<file path="src/rtl/color_game_ctrl.sv">
`default_nettype none
// ============================================================================
//  Module      : color_game_ctrl
//  Description : Round sequencer for the colour-match game. Requests a new
//                colour from the LFSR generator, captures it as the round
//                target, times the player's guess, and tracks score and lives
//                until the game is won or all lives are spent.
//  Revision    : 1.0  initial release
// ============================================================================
module color_game_ctrl #(
    parameter int ROUND_TIME = 5,   // seconds allowed per guess (1..15)
    parameter int LIVES      = 3,   // misses allowed per game (1..7)
    parameter int WIN_SCORE  = 20   // hits needed to win (1..255)
) (
    input  logic       clk1Hz,
    input  logic       rst,
    input  logic       start,
    input  logic [2:0] guess,
    input  logic       guess_valid,
    input  logic [2:0] color,
    output logic       change,
    output logic [2:0] target,
    output logic [3:0] timer,
    output logic [7:0] score,
    output logic [2:0] lives,
    output logic       hit_led,
    output logic       miss_led,
    output logic       game_over,
    output logic       win,
    output logic [2:0] state
);

    // Debug/display codes are fixed: the score/LED board decodes them directly.
    typedef enum logic [2:0] {
        IDLE = 3'd0,
        NEXT = 3'd1,
        SHOW = 3'd2,
        WAIT = 3'd3,
        HIT  = 3'd4,
        MISS = 3'd5,
        OVER = 3'd6
    } state_t;

    // The timer counts down to zero inclusive, so a round lasts ROUND_TIME cycles.
    localparam logic [3:0] c_TIMER_LOAD = 4'(ROUND_TIME - 1);
    localparam logic [2:0] c_LIVES      = 3'(LIVES);
    localparam logic [7:0] c_WIN_SCORE  = 8'(WIN_SCORE);
    localparam logic [2:0] c_BLACK      = 3'b000;

    state_t     r_state;
    logic [2:0] r_target;
    logic [3:0] r_timer;
    logic [7:0] r_score;
    logic [2:0] r_lives;
    logic       r_win;

    state_t     w_state_nxt;
    logic [2:0] w_target_nxt;
    logic [3:0] w_timer_nxt;
    logic [7:0] w_score_nxt;
    logic [2:0] w_lives_nxt;
    logic       w_win_nxt;

    // Score never exceeds WIN_SCORE-1 before a hit, so 8 bits cannot wrap here.
    logic [7:0] w_score_inc;
    logic       w_guess_match;

    assign w_score_inc   = r_score + 8'd1;
    assign w_guess_match = (guess == r_target);

    // State and game registers; rst returns to IDLE immediately, not on a clock.
    always_ff @(posedge clk1Hz or posedge rst) begin
        if (rst) begin
            r_state  <= IDLE;
            r_target <= 3'd0;
            r_timer  <= 4'd0;
            r_score  <= 8'd0;
            r_lives  <= 3'd0;
            r_win    <= 1'b0;
        end else begin
            r_state  <= w_state_nxt;
            r_target <= w_target_nxt;
            r_timer  <= w_timer_nxt;
            r_score  <= w_score_nxt;
            r_lives  <= w_lives_nxt;
            r_win    <= w_win_nxt;
        end
    end

    // Next-state and register-update decisions; everything holds unless a state acts on it.
    always_comb begin
        w_state_nxt  = r_state;
        w_target_nxt = r_target;
        w_timer_nxt  = r_timer;
        w_score_nxt  = r_score;
        w_lives_nxt  = r_lives;
        w_win_nxt    = r_win;

        case (r_state)
            IDLE: begin
                // No round is active, so no target is shown.
                w_target_nxt = 3'd0;
                if (start) begin
                    w_state_nxt = NEXT;
                    w_score_nxt = 8'd0;
                    w_lives_nxt = c_LIVES;
                    w_win_nxt   = 1'b0;
                end
            end

            NEXT: begin
                // The generator advances on this edge; its new colour is seen in SHOW.
                w_state_nxt = SHOW;
            end

            SHOW: begin
                if (color == c_BLACK) begin
                    // Black cannot be matched by the player: draw again, free of charge.
                    w_state_nxt = NEXT;
                end else begin
                    w_target_nxt = color;
                    w_timer_nxt  = c_TIMER_LOAD;
                    w_state_nxt  = WAIT;
                end
            end

            WAIT: begin
                // A guess on the final second still counts, so it outranks timeout.
                if (guess_valid) begin
                    w_state_nxt = w_guess_match ? HIT : MISS;
                end else if (r_timer == 4'd0) begin
                    w_state_nxt = MISS;
                end else begin
                    w_timer_nxt = r_timer - 4'd1;
                end
            end

            HIT: begin
                w_score_nxt = w_score_inc;
                if (w_score_inc == c_WIN_SCORE) begin
                    w_state_nxt = OVER;
                    w_win_nxt   = 1'b1;
                end else begin
                    w_state_nxt = NEXT;
                end
            end

            MISS: begin
                w_lives_nxt = r_lives - 3'd1;
                if (r_lives == 3'd1) begin
                    w_state_nxt = OVER;
                    w_win_nxt   = 1'b0;
                end else begin
                    w_state_nxt = NEXT;
                end
            end

            OVER: begin
                // Final score, lives, result and target stay on the display until restart.
                if (start) begin
                    w_state_nxt = NEXT;
                    w_score_nxt = 8'd0;
                    w_lives_nxt = c_LIVES;
                    w_win_nxt   = 1'b0;
                end
            end

            default: begin
                // Unused code 7 recovers to IDLE.
                w_state_nxt = IDLE;
            end
        endcase
    end

    // Per-state strobes decoded from the state register so they are glitch-free.
    always_comb begin
        change    = 1'b0;
        hit_led   = 1'b0;
        miss_led  = 1'b0;
        game_over = 1'b0;
        case (r_state)
            NEXT:    change    = 1'b1;
            HIT:     hit_led   = 1'b1;
            MISS:    miss_led  = 1'b1;
            OVER:    game_over = 1'b1;
            default: ;
        endcase
    end

    assign target = r_target;
    assign timer  = r_timer;
    assign score  = r_score;
    assign lives  = r_lives;
    assign win    = r_win;
    assign state  = r_state;

endmodule
`default_nettype wire

</file>
<file path="config.mk">
export PLATFORM = sky130hd
export DESIGN_NAME = color_game_ctrl
export DESIGN_NICKNAME = d
export VERILOG_FILES = /design/src/rtl/color_game_ctrl.sv
export SDC_FILE = /design/constraint.sdc
export NUM_CORES = 1
export LEC_CHECK = 0
export CORE_AREA = 2 2 62 64
export DETAILED_ROUTE_END_ITERATION = 10
export DIE_AREA = 0 0 64 66
export GPL_ROUTABILITY_DRIVEN = 0
export MAX_ROUTING_LAYER = met4
export PLACE_DENSITY = 0.63
export SLEW_MARGIN = 10
export SYNTH_ARGS = -nofsm -noshare
export SYNTH_HDL_FRONTEND = slang
export SYNTH_SLANG_ARGS = --single-unit
</file>
<file path="constraint.sdc">
create_clock -name clk1Hz -period 3.3 [get_ports clk1Hz]
set_clock_uncertainty 0.15 [all_clocks]
set_input_delay 0.33 -clock clk1Hz [delete_from_list [all_inputs] [get_ports clk1Hz]]
set_output_delay 0.33 -clock clk1Hz [all_outputs]
set_load 0.02 [all_outputs]
</file>
# [Yosys cells after proc, flatten, opt, wreduce, memory -nomap -nowiden]
# Index checks and enable logic that the tools add are counted.
[totals] ff_bits=22 in_bits=10 out_inout_bits=26 wordCells=66
[op_classes] add_sub_neg=3 n_eq_ne=16 mux=26 n_reduce_logical=15
[ops] op="$mux 3" n=7
[ops] op="$pmux 3 s6" n=1
[ops] op="$pmux 8 s2" n=1
[ops] op="$mux 4" n=3
[ops] op="$pmux 3 s2" n=2
[ops] op="$ne 2x2->1 const B" n=5
[ops] op="$eq 3x3->1 const B" n=3
[ops] op="$add 8x1->8 const B" n=1
[ops] op="$eq 8x5->1 const B" n=1
[ops] op="$mux 1" n=8
[ops] op="$mux 8" n=1
[ops] op="$pmux 4 s2" n=1
[ops] op="$reduce_and 2->1" n=4
[ops] op="$reduce_and 4->1" n=2
[ops] op="$reduce_bool 2->1" n=4
[ops] op="$eq 3x1->1 const B" n=2
[ops] op="$eq 3x2->1 const B" n=2
[ops] op="$logic_not 3->1" n=2
[ops] op="$logic_not 4->1" n=1
[ops] op="$sub 4x1->4 const B" n=1
[ops] op="$eq 3x3->1" n=1
[ops] op="$ne 3x3->1 const B" n=1
[ops] op="$pmux 1 s3" n=1
[ops] op="$reduce_bool 3->1" n=1
[ops] op="other kinds (4)" n=4

# [Depth between registers and ports, before layout]
# Gate-level depths: netlist of the first run.
[depth] depth_word=4 depth_mapped=8 mapped_depth_nobuf=7

# [Worst setup path after synthesis of the first run]
# Ideal clock, no wire load.
[synth_path] path_type="register to register" startpoint="register r_score[0] (netlist: score[0])" endpoint="register r_state[0] (netlist: state[0])" setup_time_ps=131 arrival_ps=1870 t_required_ps=3019 setup_slack_ps=1149 stages_incl_launch_ff=7 path_buffers=0 period_less_slack_ps=2151 path_cell_list="dfrtp_1 > ha_1 > and3_4 > xnor2_1 > or4b_4 > o31ai_2 > a211oi_1"
[synth_between] elab_chain_cells=4
[synth_lines] item="start: declaration" line="53" rtl="logic [7:0] r_score;"
[synth_lines] item="start signal: assignment" line="84" rtl="r_score <= w_score_nxt;"
[synth_lines] item="$add 8x1->8" line="68" rtl="assign w_score_inc = r_score + 8'd1;"
[synth_lines] item="$eq 8x5->1" line="140" rtl="if (w_score_inc == c_WIN_SCORE) begin"
[synth_lines] item="$mux 3" line="140"
[synth_lines] item="$pmux 3 s6" line="99" rtl="case (r_state)"
[synth_lines] item="end signal: assignment" line="81" rtl="r_state <= w_state_nxt;"
[synth_lines] item="end: declaration" line="50" rtl="state_t r_state;"
# No other way between the ends.
# A chain may end at the register's enable or synchronous reset.

# [Worst setup path in the final report of the first run]
[layout_path] startpoint="register r_state[0] (netlist: state[0])" endpoint="output port hit_led"
[layout_between] elab_chain_cells=2
[layout_lines] item="$eq 3x3->1" line="181" rtl="case (r_state)"
[layout_lines] item="$mux 1" line="181"
[layout_lines] item="end: declaration" line="26" rtl="output logic hit_led,"
# No other way between the ends.

==> results of run 1 <==
state kept, by name, indices dropped and copies added, names as in the netlist:
signal	cells
score	8
timer	4
lives	3
state	3
target	3
win	1
cell usage in the layout (no fill, tap or decap), types with 3 or more instances in the layout:
cell type / netlist / routed
or3_1: 3 / 3
clkdlybuf4s50_1: 0 / 35
a22o_1: 4 / 4
nor3_1: 3 / 3
nor2_1: 13 / 13
o21ai_0: 14 / 14
ha_1: 5 / 5
clkbuf_4: 0 / 3
nand2_1: 21 / 21
nand4_1: 3 / 3
xor2_1: 3 / 3
xnor2_1: 5 / 5
inv_1: 11 / 11
nand2b_1: 6 / 6
a21oi_1: 7 / 7
dfrtp_1: 22 / 22
cells by family (layout without fill, tap and decap cells):
family          count (synthesis)  after routing
compound gates                 42             42
mux                             2              2
simple gates                   61             61
buf+inv                        15             52
xor+xnor                        8              8
flops                          22             22
fa+ha+maj                       5              5
per-layer routing:
layer / routed length [microns] / vias to the layer above / share of wire (%)
li1: - / 627 / -
met1: 1470 / 601 / 44
met4: 46 / 0 / 1.4
met2: 1710 / 30 / 51
met3: 96 / 4 / 2.9
met5: 0 / - / 0
layout make-up:
| class | count | area share (%) |
|---|---|---|
| flip-flops and latches | 22 | 30.4 |
| well taps | 48 | 3.32 |
| repair buffers | 35 | 19.4 |
| clock buffers | 4 | 2.00 |
| multi-input cells | 118 | 42.2 |
| inverters | 13 | 2.70 |
power breakdown:
group          switching, mW  leakage, nW  internal [mW]
registers              0.124        0.281          0.349
clock network         0.0826       0.0210         0.0674
logic                  0.399        0.468          0.336
metrics by stage:
stage	hold WS, ns	power [mW]
after floorplan	0.169	0.924
after global placement	0.367	1.21
after detailed placement	0.368	1.21
after CTS	0.367	1.37
after global routing	0.405	1.47
final	0.336	1.36
worst paths after layout:
path                            depth (start not counted)                     to  slack, ns            startpoint
worst max-delay path                                    4                hit_led       0.74  state[0]$_DFFE_PP0P_
worst min-delay path                                    2  target[0]$_DFFE_PP0P_       0.34                   rst
worst max register to register                          6   state[0]$_DFFE_PP0P_       1.11  score[0]$_DFFE_PP0P_
worst min register to register                          1        win$_DFFE_PP0P_       0.38       win$_DFFE_PP0P_
max in group asynchronous                               2   score[3]$_DFFE_PP0P_       2.14                   rst
min in group clk1Hz                                     1        win$_DFFE_PP0P_       0.38       win$_DFFE_PP0P_
==> summary.md, run 1 <==
| Metric | Value |
|---|---|
| DP Cell Count | ~240 |
| Port buffer count | 35 |
| Routed vias | around 1.3k |
| Largest family of logic cells by synthesized area | simple AND/OR/NAND/NOR gates |
| Largest stage delay, worst path | ~0.62 ns |
| Endpoints failing setup | 0 |
| Syn_area_per_cell | between 8 and 9 sq um |
| Most common cell in the netlist | dfrtp_1 |
| Crit Path Max Fanout | 12 |
| Vias in the first global route | around 1.2k |
| Post-synth EDFFs | 0 |
| Register area | ~550 sq um |
| Final Worst Setup Slack | approximately 0.74 ns |
| Setup CP Type | flop to output pin |
| Multiplexer share of the synthesized area | under 10% |
| Placed wire-length estimate | 2.55 mm |
| Ys async rst share | 100% |
| Pre-Repair DR Iteration Count | 4 |
| Proportion of layout cells with a drive suffix above 1 | 5.73% |
| Final Non-Filler Cells | between 200 and 250 |
| H-tree levels | 1 |
| Post-route antenna net violation count | 0 |
| Setup TNS Final | 0 ns |
| Post-DR vias/cell | ~5.3 |
| Inserted Clock Buffers | 3 |
| Die width | 64 microns |
| Drt drc | 0 |
| Top cells by area in the synthesized netlist | dfrtp_1 (40%), nand2_1 (5.7%), o21ai_0 (5.1%) |
| CP Capture Type | output pin |
| Post-Synth XOR/XNOR Area | between 5 and 6% |
| Maximum VDD drop | approximately 0.00034 V |
| CP max stage cell | clkdlybuf4s50_1 |
| CTS resizes | 0 |
| Final cell area excluding filler cells | about 1800 sq um |
| Grt met3 use | 2.21% |
| Reg clk slew, reported paths | 0.12 ns |
| GRT busiest layer | met2 |
| Worst-Skew Late Latency | 0.31 ns |
| Area of the multi-input gates | 764 sq um |
| Sequential area share after synthesis | between 40 and 50% |
| Core area | roughly 3600 sq um |
| Synth top cells by count | dfrtp_1 (22), nand2_1 (21), o21ai_0 (14) |
| CTS tree | built |
| Clk sinks | 22 |
| Period utilization | 77.7% |
| IO Count | 36 |
| Yosys warnings | 0 |
| Congestion Overflow GR | 0 |
| Max Cap Viol | 0 |
| Minimum clock period | 2.56 ns |
| Initial antenna violation count | 0 |
| Hold Fails Final Rpt | 0 |
| Placed cell area | 1770 sq um |
| Arr. time, crit path | 2.08 ns |
| Routed WL | between 3 and 4 mm |
| Worst min path class | input pin to async pin |
| Root buf cell | clkbuf_4 |
| Largest net degree at the start of global routing | 23 |
| Hold Buf Count CTS | 0 |
| Simple-gate portion of the synthesized area | approximately 22% |
| WL/cell | 13.9 microns |
| Synth Area in Adders | around 4.6% |
| Die Y | around 66 microns |
| Die area | 4220 sq um |
| Finished Core Util | approximately half |
| Worst rel slew slack | a little over two fifths |
| Syn Nets | 170 |
| Max Buffers Root-to-Sink | 2 |
| Cell breakdown of the critical path | and2b_1, nand2_1, inv_2, clkdlybuf4s50_1 |
| DR iter-0 viols | 53 |
| First-pass GRT wire length | ~5.7 mm |
| Met2 Track Usage GR | between 30% and 40% |
| Number of setup buffers added after CTS | 0 |
| GR Util met1 | ~22% |
| Final net count | between 200 and 250 |
| Critical path launch point type | flop |
| Complex-gate fraction of the synthesized area | around 22% |
| Cell accounting for the most synthesized area | dfrtp_1 |
| Top FF cell, synth | dfrtp_1 |
| Synthesized flop and latch total | 22 |
| Dpl ws | 1.10 ns |
| Least-Margin Pin Slew | approximately 0.86 ns |
| Antenna cell count | 0 |
| Final Slew Violations | 0 |
| Layout fillers | 350 |
| CP required | 2.82 ns |
| Row count | 22 |
| Yosys top cell area share | roughly two fifths |
| RSZ-0062 raised after global routing | false |
| Area growth, synth to finish | 31.9% |
| Mapped Area | ~1400 sq um |
| Post-synth cell types | 42 |
| GRT Overall Usage | 17.7% |
| Status | finished clean |
| Pwr dens | around 750 nW/um^2 |
| Crit path max-delay family | buffers and inverters |
| Post-Synthesis Cells | between 150 and 200 |
| Initial core utilization | between 30 and 40% |
| Max Clk Rate | between 0.3 and 0.4 GHz |
| WP buf/inv | 2 |
| Pleak | between 0.7 and 0.8 nW |
No activity file was read; power rests on OpenSTA's default activity.
==> inputs of run 2 (changes only) <==
==> constraint.sdc (replaced) <==
create_clock -name clk1Hz -period 2.67 [get_ports clk1Hz]
set_clock_uncertainty 0.15 [all_clocks]
set_input_delay 0.267 -clock clk1Hz [delete_from_list [all_inputs] [get_ports clk1Hz]]
set_output_delay 0.267 -clock clk1Hz [all_outputs]
set_load 0.02 [all_outputs]
==> run 2 against run 1 <==
Worst setup slack got worse by 0.60 ns; global-route usage decreased by 0.14 points; combinational power increased by 27%; largest cell class unchanged.
==> summary.md, run 2 (synthesis results as in run 1) <==
| Metric | Value |
|---|---|
| Critical path launch point type | flop |
| CTS tree | built |
| Status | finished clean |
| DP Cell Count | 237 (+0.42%) |
| Congestion Overflow GR | 0 (unchanged) |
| Setup CP Type | flop to output pin |
| Proportion of layout cells with a drive suffix above 1 | 6.22% (+0.49 points) |
| Worst rel slew slack | 42.1% (-0.79 points) |
| GRT Overall Usage | 17.5% (-0.14 points) |
| CTS resizes | 0 (unchanged) |
| Hold Buf Count CTS | 0 (unchanged) |
| WL/cell | 13.6 microns (-2.1%) |
| Final net count | 209 (+0.48%) |
| Die area | 4220 sq um (unchanged) |
| Worst min path class | input pin to async pin |
| Crit Path Max Fanout | 12 (unchanged) |
| Pre-Repair DR Iteration Count | 4 (unchanged) |
| RSZ-0062 raised after global routing | false |
| Max reg flops | 8 (unchanged) |
| Drt drc | 0 (unchanged) |
| Die Y | 66 microns (unchanged) |
| Final Slew Violations | 0 (unchanged) |
| Port buffer count | 35 (unchanged) |
| Post-DR vias/cell | 5.31 (+0.93%) |
| Vias in the first global route | 1279 (+6.5%) |
| Pwr dens | 927 nW/um^2 (+24%) |
| Antenna cell count | 0 (unchanged) |
| Top routing layer used | met4 |
| Number of setup buffers added after CTS | 0 (unchanged) |
| Inserted Clock Buffers | 3 (unchanged) |
| Endpoints failing setup | 0 (unchanged) |
| Initial antenna violation count | 0 (unchanged) |
| Reg clk slew, reported paths | 0.13 ns (about the same) |
| CP Capture Type | output pin |
| Arr. time, crit path | 2.12 ns (+0.04 ns) |
| Pleak | 0.775 nW (+0.61%) |
| Met2 wire len | 1.71 mm (-0.18%) |
| Routed WL | 3.27 mm (-1.7%) |
| Core area | 3550 sq um (unchanged) |
| Least-Margin Pin Slew | 0.867 ns (+0.0119 ns) |
| Commonest non-fill, non-tap cells in the layout | clkdlybuf4s50_1 (35), dfrtp_1 (22), nand2_1 (21) |
| Period utilization | 94.9% |
| Worst-Skew Late Latency | 0.31 ns (about the same) |
| H-tree levels | 1 (unchanged) |
| Row count | 22 (unchanged) |
| Metal1 wirelength | 1.41 mm (-4.5%) |
| Placed wire-length estimate | 2.53 mm (-0.65%) |
| Most common cell after layout, fill and taps aside | clkdlybuf4s50_1 |
| Final Non-Filler Cells | 241 (+0.42%) |
| Met3 wire length | 130 microns (+35%) |
| DR iter-0 viols | 52 (-1.9%) |
| Die width | 64 microns (unchanged) |
| First-pass GRT wire length | 5.70 mm (-0.25%) |
| Hold Fails Final Rpt | 0 (unchanged) |
| Clk sinks | 22 (unchanged) |
| Root buf cell | clkbuf_4 |
| Max Cap Viol | 0 (unchanged) |
| Largest net degree at the start of global routing | 23 (unchanged) |
| CP required | 2.25 ns (-0.57 ns) |
| Initial core utilization | 38.7% (unchanged) |
| Max Clk Rate | 0.395 GHz |
| Minimum clock period | roughly 2.5 ns |
| Area growth, synth to finish | 32.5% |
| Setup TNS Final | 0 ns (unchanged) |
| Max Buffers Root-to-Sink | 2 (unchanged) |
| Routed vias | 1279 (+1.3%) |
| IO Count | 36 (unchanged) |
| Post-route antenna net violation count | 0 (unchanged) |
| Worst R2R Setup Slack | 0.49 ns (-0.62 ns) |
| Maximum VDD drop | 0.000386 V (+13%) |
-- run 2: routing by layer --
| metal | track usage (%) | up-vias |
|---|---|---|
| met5 | - | - |
| met4 | 5.71 | 0 |
| met3 | 2.21 | 2 |
| met2 | 31.5 | 31 |
| met1 | 20.3 | 619 |
| li1 | - | 627 |
-- run 2: path summary, 6_finish.rpt --
| kind | startpoint | end | depth (start not counted) |
|---|---|---|---|
| max | state[2]$_DFFE_PP0P_ | hit_led | 4 |
| min | rst | timer[3]$_DFFE_PP0P_ | 2 |
| max reg2reg | score[0]$_DFFE_PP0P_ | state[2]$_DFFE_PP0P_ | 6 |
| min reg2reg | win$_DFFE_PP0P_ | win$_DFFE_PP0P_ | 1 |
| max in group asynchronous | rst | state[1]$_DFFE_PP0P_ | 2 |
| min in group clk1Hz | win$_DFFE_PP0P_ | win$_DFFE_PP0P_ | 1 |
-- run 2: through the flow --
stage,power (mW),util [%],instance area [sq um],hold WS (ns),worst slack (ns)
after floorplan,1.14,-,1370,0.106,0.519
after global placement,1.50,50.2,1780,0.367,0.579
after detailed placement,1.51,50.2,1780,0.344,0.508
after CTS,1.71,51.2,1820,0.307,0.139
after global routing,1.84,51.2,1820,0.341,0.00679
final,1.68,51.2,1820,0.265,0.137
-- run 2: worst max-delay path, stage by stage, from the launching register on --
cell,delay [ns]
dfrtp_1,0.58
and2b_1,0.24
nand2_1,0.18
inv_2,0.18
clkdlybuf4s50_1,0.63
-- run 2: final cells by class --
| cell class | instances | area [sq um] |
|---|---|---|
| repair buffers | 36 | 358 |
| flip-flops and latches | 22 | 551 |
| clock buffers | 4 | 36.3 |
| fillers | 318 | 1730 |
| inverters | 13 | 48.8 |
| well taps | 48 | 60.1 |
| multi-input cells | 118 | 764 |
-- run 2: report_power, final --
part           internal [mW]  total, mW  switching (mW)
logic                  0.426      0.935           0.509
clock network         0.0834      0.190           0.107
registers              0.431      0.559           0.128
==> inputs of run 3 (changes only) <==
--- a/config.mk
+++ b/config.mk
@@ -6,11 +6,14 @@
 export NUM_CORES = 1
 export LEC_CHECK = 0
 export CORE_AREA = 2 2 62 64
+export CTS_BUF_LIST = sky130_fd_sc_hd__clkbuf_8
 export DETAILED_ROUTE_END_ITERATION = 10
 export DIE_AREA = 0 0 64 66
 export GPL_ROUTABILITY_DRIVEN = 0
+export GPL_TIMING_DRIVEN = 0
 export MAX_ROUTING_LAYER = met4
 export PLACE_DENSITY = 0.63
+export REMOVE_ABC_BUFFERS = 1
 export SLEW_MARGIN = 10
 export SYNTH_ARGS = -nofsm -noshare
 export SYNTH_HDL_FRONTEND = slang
==> run 3 against run 2 <==
Die area unchanged; power rose by 0.18%; hold slack better by 0.062 ns; register-to-register slack hardly changed; sequential power is 4.3% higher; design area fell by 0.14%; largest power group unchanged.
==> summary.md, run 3 (synthesis results as in run 1) <==
| Metric | Value |
|---|---|
| Final Slew Violations | 0 (unchanged) |
| GRT Overall Usage | 17.7% (+0.15 points) |
| Final Non-Filler Cells | 239 (-0.83%) |
| Row count | 22 (unchanged) |
| Cell breakdown of the critical path | and2b_1, nand2_1, inv_2, clkdlybuf4s50_1 |
| Largest net degree at the start of global routing | 23 (unchanged) |
| Port buffer count | 35 (unchanged) |
| Endpoints failing setup | 0 (unchanged) |
| Initial antenna violation count | 0 (unchanged) |
| Commonest non-fill, non-tap cells in the layout | clkdlybuf4s50_1 (35), dfrtp_1 (22), nand2_1 (21) |
| Vias in the first global route | 1269 (-0.78%) |
| Post-route antenna net violation count | 0 (unchanged) |
| Proportion of layout cells with a drive suffix above 1 | 5.24% (-0.98 points) |
| Switch share | 43.7% (-0.51 points) |
| Reg2reg start | score[0]$_DFFE_PP0P_ |
| Max Cap Viol | 0 (unchanged) |
| Setup CP Type | flop to output pin |
| IO Count | 36 (unchanged) |
| Number of setup buffers added after CTS | 0 (unchanged) |
| Core area | 3550 sq um (unchanged) |
| DP Cell Count | 236 (-0.42%) |
| Setup TNS Final | 0 ns (unchanged) |
| Total net switching power | 737 uW (-0.97%) |
| Clock group share of total power | 12.2% (+0.9 points) |
| Root buf cell | clkbuf_8 |
| CP max stage cell | clkdlybuf4s50_1 |
| Congestion Overflow GR | 0 (unchanged) |
| Most common cell after layout, fill and taps aside | clkdlybuf4s50_1 |
| Worst-Skew Late Latency | 0.27 ns (-0.04 ns) |
| Hold Fails Final Rpt | 0 (unchanged) |
| Max Buffers Root-to-Sink | 2 (unchanged) |
| CTS tree | built |
| Worst rel slew slack | 43.0% (+0.90 points) |
| H-tree levels | 1 (unchanged) |
| Critical path launch point type | flop |
| Placed wire-length estimate | 2.43 mm (-4.1%) |
| Max reg flops | 8 (unchanged) |
| Largest stage delay, worst path | 0.63 ns (about the same) |
| Status | finished clean |
| Hold Buf Count CTS | 0 (unchanged) |
| CTS resizes | 0 (unchanged) |
| Internal | 950 uW (+1.1%) |
| Maximum VDD drop | 0.000393 V (+1.9%) |
| Die area | 4220 sq um (unchanged) |
| Area of the multi-input gates | 764 sq um (unchanged) |
| Max Clk Rate | 0.406 GHz (+2.8%) |
| Register area | 551 sq um (unchanged) |
| Drt drc | 0 (unchanged) |
| Arr. time, crit path | 2.05 ns (-0.07 ns) |
| Reg clk slew, reported paths | 0.08 ns (-0.05 ns) |
| Post-DR vias/cell | 5.23 (-1.4%) |
| Combinational share of power | 53.3% (-2.2 points) |
| Worst Setup SP | state[0]$_DFFE_PP0P_ |
| Crit Path Max Fanout | 12 (unchanged) |
| Area growth, synth to finish | 32.3% |
| Inserted Clock Buffers | 3 (unchanged) |
| Sequential share of power | 34.5% (+1.3 points) |
| Period utilization | 92.3% (-2.6 points) |
| Layout fillers | 338 (+6.3%) |
| CP required | 2.25 ns (about the same) |
| Minimum clock period | 2.46 ns (-0.0682 ns) |
| Die width | 64 microns (unchanged) |
| Initial core utilization | 38.7% (unchanged) |
| DR iter-0 viols | 41 (-21%) |
| First-pass GRT wire length | 5.69 mm (-0.25%) |
| Pleak | 0.771 nW (-0.53%) |
| Antenna cell count | 0 (unchanged) |
| RSZ-0062 raised after global routing | false |
| Pre-Repair DR Iteration Count | 4 (unchanged) |
| Worst min path class | input pin to async pin |
| Routed vias | 1250 (-2.3%) |
| WP buf/inv | 2 (unchanged) |
| Final net count | 208 (-0.48%) |
| Routed WL | 3.19 mm (-2.3%) |
| Crit path max-delay family | buffers and inverters |
| Die Y | 66 microns (unchanged) |
| Pwr dens | 929 nW/um^2 (+0.31%) |
| WL/cell | 13.4 microns (-1.4%) |
| Least-Margin Pin Slew | 0.853 ns (-0.0135 ns) |
| Clk sinks | 22 (unchanged) |
| CP Capture Type | output pin |
[run 3: worst paths after layout]
check	end	slack, ns	cells past startpoint
setup / recovery	hit_led	0.21	4
hold / removal	score[7]$_DFFE_PP0P_	0.33	2
setup reg to reg	state[2]$_DFFE_PP0P_	0.48	6
hold reg to reg	win$_DFFE_PP0P_	0.38	1
max in group asynchronous	timer[3]$_DFFE_PP0P_	1.52	2
min in group clk1Hz	win$_DFFE_PP0P_	0.38	1
[run 3: layer usage]
metal  track usage [%]  routed length, microns
met1              21.0                    1450
met2              29.9                    1560
met3              2.90                     130
met4              7.07                      51
met5                 -                       0
[run 3: area by class of cell]
| type | count | share of cell area, % |
|---|---|---|
| Clock buffer | 3 | 2.27 |
| Sequential cell | 22 | 30.3 |
| Timing Repair Buffer | 35 | 19.3 |
| Tap cell | 48 | 3.31 |
| Multi-Input combinational cell | 118 | 42.1 |
| Inverter | 13 | 2.69 |
[run 3: worst register-to-register path, delay by kind of cell, from the launching register on]
kind | cells | cell delay (ns)
simple gates | 2 | 0.68
fa+ha+maj | 1 | 0.29
flops | 1 | 0.46
compound gates | 3 | 0.55
[run 3: stage by stage]
step	area (sq um)	power, mW	utilization, %	hold slack [ns]	setup WS, ns
after floorplan	1360	1.13	-	0.106	0.519
after global placement	1770	1.48	50.0	0.366	0.469
after detailed placement	1770	1.50	50.0	0.361	0.474
after CTS	1820	1.71	51.1	0.363	0.172
after global routing	1820	1.84	51.1	0.417	0.0403
final	1820	1.69	51.1	0.327	0.205
[run 3: power by group through the flow]
stage / combinational (mW) / clock (mW) / sequential [mW]
after floorplan: 0.454 / 0 / 0.679
after global placement: 0.893 / 0 / 0.587
after detailed placement: 0.906 / 0 / 0.591
after CTS: 0.912 / 0.215 / 0.584
after global routing: 1.00 / 0.232 / 0.612
final: 0.899 / 0.206 / 0.583
